### src/rtl/i2c_pkg.sv
// Shared types and constants for the I2C target register block.
// Line-level helpers live in i2c_line_sync; the FSM lives in i2c_target_regs.
package i2c_pkg;

    typedef enum logic [3:0] {
        ST_IDLE,
        ST_ADDR,
        ST_ADDR_ACK,
        ST_PTR,
        ST_PTR_ACK,
        ST_WDATA,
        ST_WDATA_ACK,
        ST_RDATA,
        ST_RACK
    } i2c_state_e;

    localparam logic ACK  = 1'b0;
    localparam logic NACK = 1'b1;

    localparam int CNTW = 3;

endpackage

### src/rtl/i2c_line_sync.sv
// SCL/SDA synchronizers with registered bus-event detection.
// Events and sda_s are aligned: both reflect the same sampled instant.
module i2c_line_sync (
    input  logic clk,
    input  logic rst,
    input  logic scl_i,
    input  logic sda_i,
    output logic scl_rise,
    output logic scl_fall,
    output logic start_det,
    output logic stop_det,
    output logic sda_s
);

    logic [1:0] scl_sync;
    logic [1:0] sda_sync;
    logic       scl_d;
    logic       sda_d;

    // Idle bus is high, so reset to 1 to avoid phantom edges.
    always_ff @(posedge clk or posedge rst) begin
        if (rst) begin
            scl_sync  <= 2'b11;
            sda_sync  <= 2'b11;
            scl_d     <= 1'b1;
            sda_d     <= 1'b1;
            scl_rise  <= 1'b0;
            scl_fall  <= 1'b0;
            start_det <= 1'b0;
            stop_det  <= 1'b0;
        end else begin
            scl_sync  <= {scl_sync[0], scl_i};
            sda_sync  <= {sda_sync[0], sda_i};
            scl_d     <= scl_sync[1];
            sda_d     <= sda_sync[1];
            scl_rise  <= scl_sync[1] & ~scl_d;
            scl_fall  <= ~scl_sync[1] & scl_d;
            start_det <= scl_sync[1] & scl_d
                       & sda_d & ~sda_sync[1];
            stop_det  <= scl_sync[1] & scl_d
                       & ~sda_d & sda_sync[1];
        end
    end

    assign sda_s = sda_d;

endmodule

### src/rtl/i2c_target_regs.sv
// I2C target with an auto-incrementing 8-bit register bank.
// Oversampled in clk; no clock stretching.
module i2c_target_regs
    import i2c_pkg::*;
#(
    parameter logic [6:0] ADDR  = 7'h2A,
    parameter int         NREGS = 4
) (
    input  logic                     clk,
    input  logic                     rst,
    input  logic                     scl_i,
    input  logic                     sda_i,
    output logic                     sda_oe,
    output logic [8*NREGS-1:0]       regs_flat,
    output logic                     wr_strobe,
    output logic [$clog2(NREGS)-1:0] wr_index,
    output logic                     busy
);

    localparam int PW = $clog2(NREGS);

    logic scl_rise;
    logic scl_fall;
    logic start_det;
    logic stop_det;
    logic sda_s;

    i2c_line_sync u_sync (
        .clk       (clk),
        .rst       (rst),
        .scl_i     (scl_i),
        .sda_i     (sda_i),
        .scl_rise  (scl_rise),
        .scl_fall  (scl_fall),
        .start_det (start_det),
        .stop_det  (stop_det),
        .sda_s     (sda_s)
    );

    i2c_state_e      state, state_n;
    logic [1:0]      ph, ph_n;
    logic [CNTW-1:0] cnt, cnt_n;
    logic [6:0]      sh, sh_n;
    logic [PW-1:0]   ptr, ptr_n;
    logic            ptr_set, ptr_set_n;
    logic            rw, rw_n;
    logic            oe_n;
    logic            wr_en;

    logic [7:0]      byte_in;
    logic [2:0]      rd_sel;
    logic            last;
    logic            shifting;
    logic            done;
    logic            addr_hit;

    assign byte_in  = {sh, sda_s};
    assign rd_sel   = 3'd7 - cnt;
    assign last     = (cnt == 3'd7);
    assign addr_hit = (byte_in[7:1] == ADDR)
                    && (byte_in[7:1] != 7'd0);

    always_ff @(posedge clk or posedge rst) begin
        if (rst) state <= ST_IDLE;
        else     state <= state_n;
    end

    always_comb begin
        state_n   = state;
        ph_n      = ph;
        cnt_n     = cnt;
        sh_n      = sh;
        ptr_n     = ptr;
        ptr_set_n = ptr_set;
        rw_n      = rw;
        oe_n      = sda_oe;
        wr_en     = 1'b0;
        shifting  = 1'b0;
        done      = 1'b0;

        if (stop_det) begin
            state_n   = ST_IDLE;
            oe_n      = 1'b0;
            ph_n      = 2'd0;
            cnt_n     = '0;
            ptr_set_n = 1'b0;
        end else if (start_det) begin
            // Repeated start keeps the pointer and its "set" flag.
            state_n = ST_ADDR;
            oe_n    = 1'b0;
            ph_n    = 2'd0;
            cnt_n   = '0;
            if (state == ST_IDLE) ptr_set_n = 1'b0;
        end else begin
            shifting = scl_rise && (state == ST_ADDR
                                 || state == ST_PTR
                                 || state == ST_WDATA);
            done = shifting && last;
            if (shifting) begin
                sh_n  = byte_in[6:0];
                cnt_n = cnt + 3'd1;
            end

            unique case (state)
                ST_IDLE: ;
                ST_ADDR: begin
                    if (done) begin
                        ph_n = 2'd0;
                        if (addr_hit) begin
                            state_n = ST_ADDR_ACK;
                            rw_n    = byte_in[0];
                        end else begin
                            state_n = ST_IDLE;
                        end
                    end
                end
                ST_PTR: begin
                    if (done) begin
                        ph_n      = 2'd0;
                        ptr_n     = byte_in[PW-1:0];
                        ptr_set_n = 1'b1;
                        state_n   = ST_PTR_ACK;
                    end
                end
                ST_WDATA: begin
                    if (done) begin
                        ph_n    = 2'd0;
                        wr_en   = 1'b1;
                        ptr_n   = ptr + PW'(1);
                        state_n = ST_WDATA_ACK;
                    end
                end
                ST_ADDR_ACK, ST_PTR_ACK, ST_WDATA_ACK: begin
                    // ph 0: drive ACK on first fall; ph 1: release.
                    if (scl_fall) begin
                        if (ph == 2'd0) begin
                            oe_n = ~ACK;
                            ph_n = 2'd1;
                        end else begin
                            oe_n  = 1'b0;
                            ph_n  = 2'd0;
                            cnt_n = '0;
                            if (state != ST_ADDR_ACK) begin
                                state_n = ST_WDATA;
                            end else if (rw) begin
                                state_n = ST_RDATA;
                                oe_n = ~regs_flat[{ptr, 3'd7}];
                            end else if (ptr_set) begin
                                state_n = ST_WDATA;
                            end else begin
                                state_n = ST_PTR;
                            end
                        end
                    end
                end
                ST_RDATA: begin
                    if (scl_rise) begin
                        cnt_n = cnt + 3'd1;
                        if (last) begin
                            state_n = ST_RACK;
                            ph_n    = 2'd0;
                        end
                    end else if (scl_fall) begin
                        oe_n = ~regs_flat[{ptr, rd_sel}];
                    end
                end
                ST_RACK: begin
                    // ph 0 release, ph 1 sample, ph 2 resume reading.
                    unique case (ph)
                        2'd0: if (scl_fall) begin
                            oe_n = 1'b0;
                            ph_n = 2'd1;
                        end
                        2'd1: if (scl_rise) begin
                            if (sda_s == NACK) begin
                                state_n = ST_IDLE;
                                ph_n    = 2'd0;
                            end else begin
                                ptr_n = ptr + PW'(1);
                                ph_n  = 2'd2;
                            end
                        end
                        default: if (scl_fall) begin
                            state_n = ST_RDATA;
                            ph_n    = 2'd0;
                            cnt_n   = '0;
                            oe_n = ~regs_flat[{ptr, 3'd7}];
                        end
                    endcase
                end
                default: state_n = ST_IDLE;
            endcase
        end
    end

    always_ff @(posedge clk or posedge rst) begin
        if (rst) begin
            ph        <= 2'd0;
            cnt       <= '0;
            sh        <= '0;
            ptr       <= '0;
            ptr_set   <= 1'b0;
            rw        <= 1'b0;
            sda_oe    <= 1'b0;
            regs_flat <= '0;
            wr_strobe <= 1'b0;
            wr_index  <= '0;
            busy      <= 1'b0;
        end else begin
            ph        <= ph_n;
            cnt       <= cnt_n;
            sh        <= sh_n;
            ptr       <= ptr_n;
            ptr_set   <= ptr_set_n;
            rw        <= rw_n;
            sda_oe    <= oe_n;
            wr_strobe <= wr_en;
            if (wr_en) begin
                regs_flat[{ptr, 3'b000} +: 8] <= byte_in;
                wr_index <= ptr;
            end
            busy <= (state != ST_IDLE)
                 && (state != ST_ADDR || busy);
        end
    end

endmodule

### config.mk
export PLATFORM = sky130hd
export DESIGN_NAME = i2c_target_regs
export DESIGN_NICKNAME = d
export VERILOG_FILES = /design/src/rtl/i2c_pkg.sv /design/src/rtl/i2c_line_sync.sv /design/src/rtl/i2c_target_regs.sv
export SDC_FILE = /design/constraint.sdc
export NUM_CORES = 1
export LEC_CHECK = 0
export CAP_MARGIN = 20
export CORE_UTILIZATION = 50
export DETAILED_ROUTE_END_ITERATION = 10
export PLACE_DENSITY = 0.72
export SYNTH_ARGS = -nofsm -noshare
export SYNTH_HDL_FRONTEND = slang
export SYNTH_SLANG_ARGS = --single-unit
### constraint.sdc
create_clock -name clk -period 5.2 [get_ports clk]
set_input_delay 0.78 -clock clk [delete_from_list [all_inputs] [get_ports clk]]
set_output_delay 0.78 -clock clk [all_outputs]
set_load 0.05 [all_outputs]
Yosys cells after proc, flatten, opt, wreduce, memory -nomap -nowiden
Cells that the tools add are included.
{"block": "op_classes", "addsub": 4, "n_mul": 0, "div_mod_pow": 0, "n_lt_le_gt_ge": 2, "eq_ne": 37, "n_shift": 2, "muxes": 72, "bitwise": 15, "reduce_logical": 26}
{"operator": "two-way mux 4 bit", "count": 12}
{"operator": "inequality test 4 x 1 -> 1 bit (second input constant)", "count": 9}
{"operator": "two-way mux 3 bit", "count": 11}
{"operator": "bitwise mux 32 bit", "count": 1}
{"operator": "two-way mux 2 bit", "count": 16}
{"operator": "variable shift 8 x 7 -> 32 bit (first input constant)", "count": 1}
{"operator": "variable part select 8 x 7 -> 32 bit", "count": 1}
{"operator": "case mux 4 bit (7 select lines)", "count": 1}
{"operator": "two-way mux 1 bit", "count": 22}
{"operator": "inequality test 4 x 2 -> 1 bit (second input constant)", "count": 5}
{"operator": "inequality test 5 x 2 -> 1 bit (second input constant)", "count": 4}
{"operator": "== test 4 x 3 -> 1 bit (second input constant)", "count": 4}
{"operator": "AND reduction 8 bit", "count": 2}
{"operator": "< comparator 5 x 6 -> 1 bit (second input constant)", "count": 2}
{"operator": "AND reduction 12 bit", "count": 1}
{"operator": "case mux 3 bit (3 select lines)", "count": 1}
{"operator": "nonzero test 3 bit", "count": 3}
{"operator": "== test 4 x 2 -> 1 bit (second input constant)", "count": 2}
{"operator": "inverter 1 bit", "count": 8}
{"operator": "case mux 2 bit (4 select lines)", "count": 1}
{"operator": "case mux 4 bit (2 select lines)", "count": 1}
{"operator": "bitwise AND 1 bit", "count": 7}
{"operator": "== test 7 x 6 -> 1 bit (second input constant)", "count": 1}
{"operator": "negation 5 -> 7 bit", "count": 1}
{"operator": "31 further kinds", "count": 41}
{"block": "word_totals", "register_bits": 67, "latch_bits": 0, "ramBits": 0, "mem_bits_ro": 0, "output_inout_bits": 37, "memories": 0}

Depth between registers and ports, before layout
{"block": "depth", "depth_word": 10, "mapped_depth": 8}

By module
From an unflattened synthesis, not the netlist that was laid out.
{"block": "hier_totals", "hier_cells": 351, "hier_area_um2": 3572.2}
{"module": "i2c_target_regs", "instances": 1, "cells_each": 336, "area_each_um2": 3278.1, "seq_area_each_um2": 1426.4}
{"module": "i2c_line_sync", "instances": 1, "cells_each": 15, "area_each_um2": 294.0, "seq_area_each_um2": 257.7}

Worst setup path before layout
OpenSTA, ideal clock, no wires.
{"block": "synth_path", "path_kind": "register to register", "start": "register ptr[0]", "end": "register regs_flat[10]", "setup_ns": 0.083, "arrival_time_ns": 1.830, "path_slack_ns": 3.288, "path_stages_with_launch": 7, "path_buffers": 1, "period_less_slack_ns": 1.912, "cell_sequence": "dfrtp_1 > clkbuf_1 > inv_1 > ha_1 > nor3b_1 > nand2_1 > o21ai_0"}
{"block": "synth_via", "elab_chain_cells": 3, "word_cells_on_any_way": 4, "classes_between": "add/sub: 1; shift: 2; mux: 1"}
{"element": "start, declared", "line_no": "i2c_target_regs.sv:44", "text": "logic [PW-1:0] ptr, ptr_n;"}
{"element": "start signal, assigned", "line_no": "i2c_target_regs.sv:213", "text": "ptr <= ptr_n;"}
{"element": "negation 5 -> 7 bit (*)", "line_no": "i2c_target_regs.sv:219", "text": "regs_flat[{ptr, 3'b000} +: 8] <= byte_in;"}
{"element": "variable part select 8 x 7 -> 32 bit / variable shift 8 x 7 -> 32 bit (equally long branches)", "line_no": "i2c_target_regs.sv:219"}
{"element": "bitwise mux 32 bit (*)", "line_no": "i2c_target_regs.sv:219"}
{"element": "end signal, assigned by index", "line_no": "i2c_target_regs.sv:219"}
{"element": "end, declared", "line_no": "i2c_target_regs.sv:14", "text": "output logic [8*NREGS-1:0] regs_flat,"}
Mark *: on every way between the ends. The rest lies on a longest branch, timed or not.
A chain may end at the register's enable or synchronous reset.

Final worst setup path
{"block": "layout_path", "start": "register state[1]", "end": "register ph[0]"}
{"block": "layout_via", "elab_chain_cells": 7, "word_cells_on_any_way": 26, "classes_between": "eq/ne: 15; mux: 3; reduce/logical: 8"}
{"element": "start, declared", "line_no": "i2c_target_regs.sv:40", "text": "i2c_state_e state, state_n;"}
{"element": "start signal, assigned", "line_no": "i2c_target_regs.sv:65", "text": "else state <= state_n;"}
{"element": "== test 4 x 1 -> 1 bit / == test 4 x 2 -> 1 bit (equally long branches)", "line_no": "i2c_target_regs.sv:95, i2c_target_regs.sv:104, i2c_target_regs.sv:96"}
{"element": "logical OR 1 bit", "line_no": "i2c_target_regs.sv:96", "text": "|| state == ST_PTR"}
{"element": "logical OR 1 bit", "line_no": "i2c_target_regs.sv:97", "text": "|| state == ST_WDATA);"}
{"element": "logical AND 1 bit", "line_no": "i2c_target_regs.sv:95", "text": "shifting = scl_rise && (state == ST_ADDR"}
{"element": "logical AND 1 bit", "line_no": "i2c_target_regs.sv:98", "text": "done = shifting && last;"}
{"element": "inequality test 4 x 1 -> 1 bit (no source line)"}
{"element": "AND reduction 8 bit (no source line)"}
{"element": "end signal, assigned", "line_no": "i2c_target_regs.sv:210", "text": "ph <= ph_n;"}
{"element": "end, declared", "line_no": "i2c_target_regs.sv:41", "text": "logic [1:0] ph, ph_n;"}
Parallel ways exist; a longest one is shown, timed or not.

==> metrics.md <==
| Metric | Value |
|---|---|
| Leak | `about 1.7 nW` |
| Reg2reg end | `ph[0]$_DFFE_PP0P_` |
| PwrDens | `approximately 270 nW/um^2` |
| Fin crit period | `approximately 2.5 ns` |
| Most frequent cells after synthesis | `nand2_1, dfrtp_1, o21ai_0` |
| PnR worst setup slack | `2.66 ns` |
| Yosys top cell area share | `42.4%` |
| Pin count of the biggest net entering global routing | `just under 70` |
| Fill cell count | `approximately 570` |
| Layout cell share with drive strength beyond 1 | `about 15%` |
| Synth Area per Inst | `a little over 10 um^2` |
| Crit path buf inv count | `0` |
| Hold Path Class | `flop to flop` |
| Slowest stage cell, crit path | `dfrtp_1` |
| Syn Nets | `367` |
| Hold buffer count at cts | `0` |
| Global-route usage over all layers | `~25%` |
| Non-Filler Instances | `490` |
| Initial Utilization | `52.5%` |
| Std-Cell Rows | `30` |
| Reg-to-reg slack, setup | `approximately 2.7 ns` |
| Synth Instances | `about 360` |
| Cells after DPL | `474` |
| Initial antenna violation count | `0` |
| Final Hold Viols | `0` |
| Critical Path End Type | `flop` |
| Top_reg_cell synth | `dfrtp_1` |
| Vias | `between 2k and 3k` |
| Final worst-path cycle share | `approximately half` |
| Core box area | `6870 um^2` |
| Critical path class | `flop to flop` |
| Hold WS | `0.358 ns` |
| CTS tree | `done` |
| RR Startpoint | `state[1]$_DFFE_PP0P_` |
| FF+latch count, synth | `67` |
| Clock Tree Buf Depth | `2` |
| Starting DRC count in detailed routing | `189` |
| Die width | `approximately 87 um` |
| Placed Area | `4040 um^2` |
| N_diodes | `0` |
| Hold path depth | `0` |
| CP startpoint | `state[1]$_DFFE_PP0P_` |
| Final Skew | `around 0.0078 ns` |
| Top cells by area, synth | `dfrtp_1, nand2_1, mux4_2, dfstp_2, o21ai_0` |
| Largest delay share family, worst path | `flip-flops` |
| EDFF count, synth | `0` |
| Seq/Total Area, Yosys | `between 40% and 50%` |
| Worst-path clk slew | `around 0.08 ns` |
| DRT Wirelength | `around 8500 um` |
| Hold Startpoint | `u_sync.scl_sync[0]$_DFF_PP1_` |
| Die footprint | `between 7000 and 8000 um^2` |
| CP Launch Type | `flop` |
| Placement Setup Slack | `between 2 and 3 ns` |
| Final ANT Viol Nets | `0` |
| Fraction of registers with async set/reset | `100%` |
| Clk Latency, worst-skew pair | `between 0.3 and 0.4 ns` |
| CP peak stage delay | `between 0.8 and 0.9 ns` |
| GPL Wtd Cong | `about 0.8` |
| DR pass1 iterations | `5` |
| Max frequency | `between 0.3 and 0.4 GHz` |
| Pins over their slew limit | `0` |
| Vias per cell | `5.77` |
| Final layout net count | `400` |
| Setup TNS Final | `0 ns` |
| Status | `completed` |
| Final Power | `~1.1 mW` |
| First-pass GRT wire length | `roughly 14,000 um` |
| Total grt overflow | `0` |
| # setup viols final | `0` |
| Most common cell in the synthesized netlist | `nand2_1` |
| Max_slew headroom | `between 40% and 50%` |
| Critical-path cell list | `nand4b_1 -> a21boi_1 -> o32ai_2 -> a21oi_1 -> mux2_1` |
| Final instance area | `roughly 4300 um^2` |
| I/O pin cnt | `slightly above 40` |
| Hold Path Sink | `u_sync.scl_sync[1]$_DFF_PP1_` |
| I/O Buffers | `40` |
| Resize count post-CTS | `0` |
| CTS root buffer | `clkbuf_8` |
| Post-CTS setup buffers | `0` |
| Synthesized area | `roughly 3600 um^2` |
| Max Cap Viol | `0` |
| Area Overhead vs Synth | `19.0%` |
| Cell taking the most area after synthesis | `dfrtp_1` |
| Drt drc | `0` |
| TritonCTS Buffers | `9` |
| WP data arrival | `2.78 ns` |
| Synth warn | `0` |
| Peak supply drop | `~0.16 mV` |
| R2R depth | `5` |
| Clock Sinks | `between 60 and 70` |
| Die H | `86.9 um` |
| RSZ-0062 raised after global routing | `false` |
| Hpwl dp | `around 5600 um` |
| Final core occ | `approximately 62%` |
| CP Max Fanout | `24` |
| CP required | `approximately 5.4 ns` |
| Cell variety after synth | `60` |
| Measured slew at the worst slew-check pin | `between 0.8 and 0.9 ns` |
| Mean routed wirelength per cell | `about 17 um` |
| H-tree Lvls | `3` |
| Vias in the first global route | `roughly 2.7k` |
[kinds of logic after synthesis]
kind of cell             count (synthesis)  synth area share, %
XOR/XNOR                                 1                0.243
AND/OR/NAND/NOR                        138                 19.1
flip-flops                              67                 46.7
AO/OA/AOI/OAI                           86                 15.5
buffers and inverters                   28                 3.58
multiplexers                            29                 12.4
adder cells (fa/ha/maj)                  7                 2.43
[worst max-delay path by stage]
stage | endpoint | depth (start not counted)
global placement | regs_flat[11]$_DFFE_PP0P_ | 7
floorplan | busy$_DFF_PP0_ | 1
finish | ph[0]$_DFFE_PP0P_ | 5
global route | regs_flat[31]$_DFFE_PP0P_ | 7
CTS | regs_flat[19]$_DFFE_PP0P_ | 7
detailed placement | regs_flat[19]$_DFFE_PP0P_ | 7
[area by class of cell]
| type | instances | area, um^2 | area share, % |
|---|---|---|---|
| repair buffers | 41 | 408 | 9.52 |
| flip-flops and latches | 67 | 1680 | 39.3 |
| inverters | 9 | 33.8 | 0.788 |
| well taps | 96 | 120 | 2.80 |
| multi-input cells | 261 | 1790 | 41.8 |
| clock buffers | 10 | 138 | 3.21 |
| clock inverters | 6 | 113 | 2.63 |
[routing by layer]
| layer | up-vias | track usage (%) | routed length [um] |
|---|---|---|---|
| li1 | 1339 | - | - |
| met1 | 1379 | 33.9 | 3770 |
| met2 | 94 | 37.9 | 3980 |
| met3 | 16 | 5.50 | 557 |
| met4 | 0 | 10.3 | 155 |
| met5 | - | 0 | 0 |
[power breakdown]
part	switching, mW	internal [mW]	leakage, nW
combinational	0.0219	0.0175	0.677
clock	0.210	0.332	0.126
sequential	0.0259	0.531	0.912
total	0.258	0.881	1.72
[cells in the final DEF (no fill, tap or decap), types with 2 or more instances in the layout]
master / instances
dfrtp_1: 61
bufinv_16: 3
o211ai_1: 3
mux4_2: 11
nor3b_1: 6
nand3b_1: 5
nand4_1: 2
o21bai_1: 2
mux2_2: 11
nor3_1: 7
clkbuf_8: 10
a21o_1: 3
clkinv_4: 2
inv_1: 7
or3_1: 2
a21oi_2: 2
and3_1: 2
mux2i_1: 2
nand2b_1: 7
inv_2: 2
a311o_1: 3
mux2_1: 5
dfstp_2: 6
ha_1: 7
nand2_1: 80
a21oi_1: 17
nand3_1: 4
a31oi_1: 2
clkdlybuf4s50_1: 40
o21ai_0: 28
nor2b_1: 4
nor2_1: 8
o21ai_1: 12
[registers in the layout (all words and copies together), names as in the netlist, 2 cells and up]
register,flops
cnt,3
ph,2
ptr,2
regs_flat,32
sh,7
state,4
u_sync.scl_sync,2
u_sync.sda_sync,2
wr_index,2
Note: power is estimated with default switching activity, not from simulation.
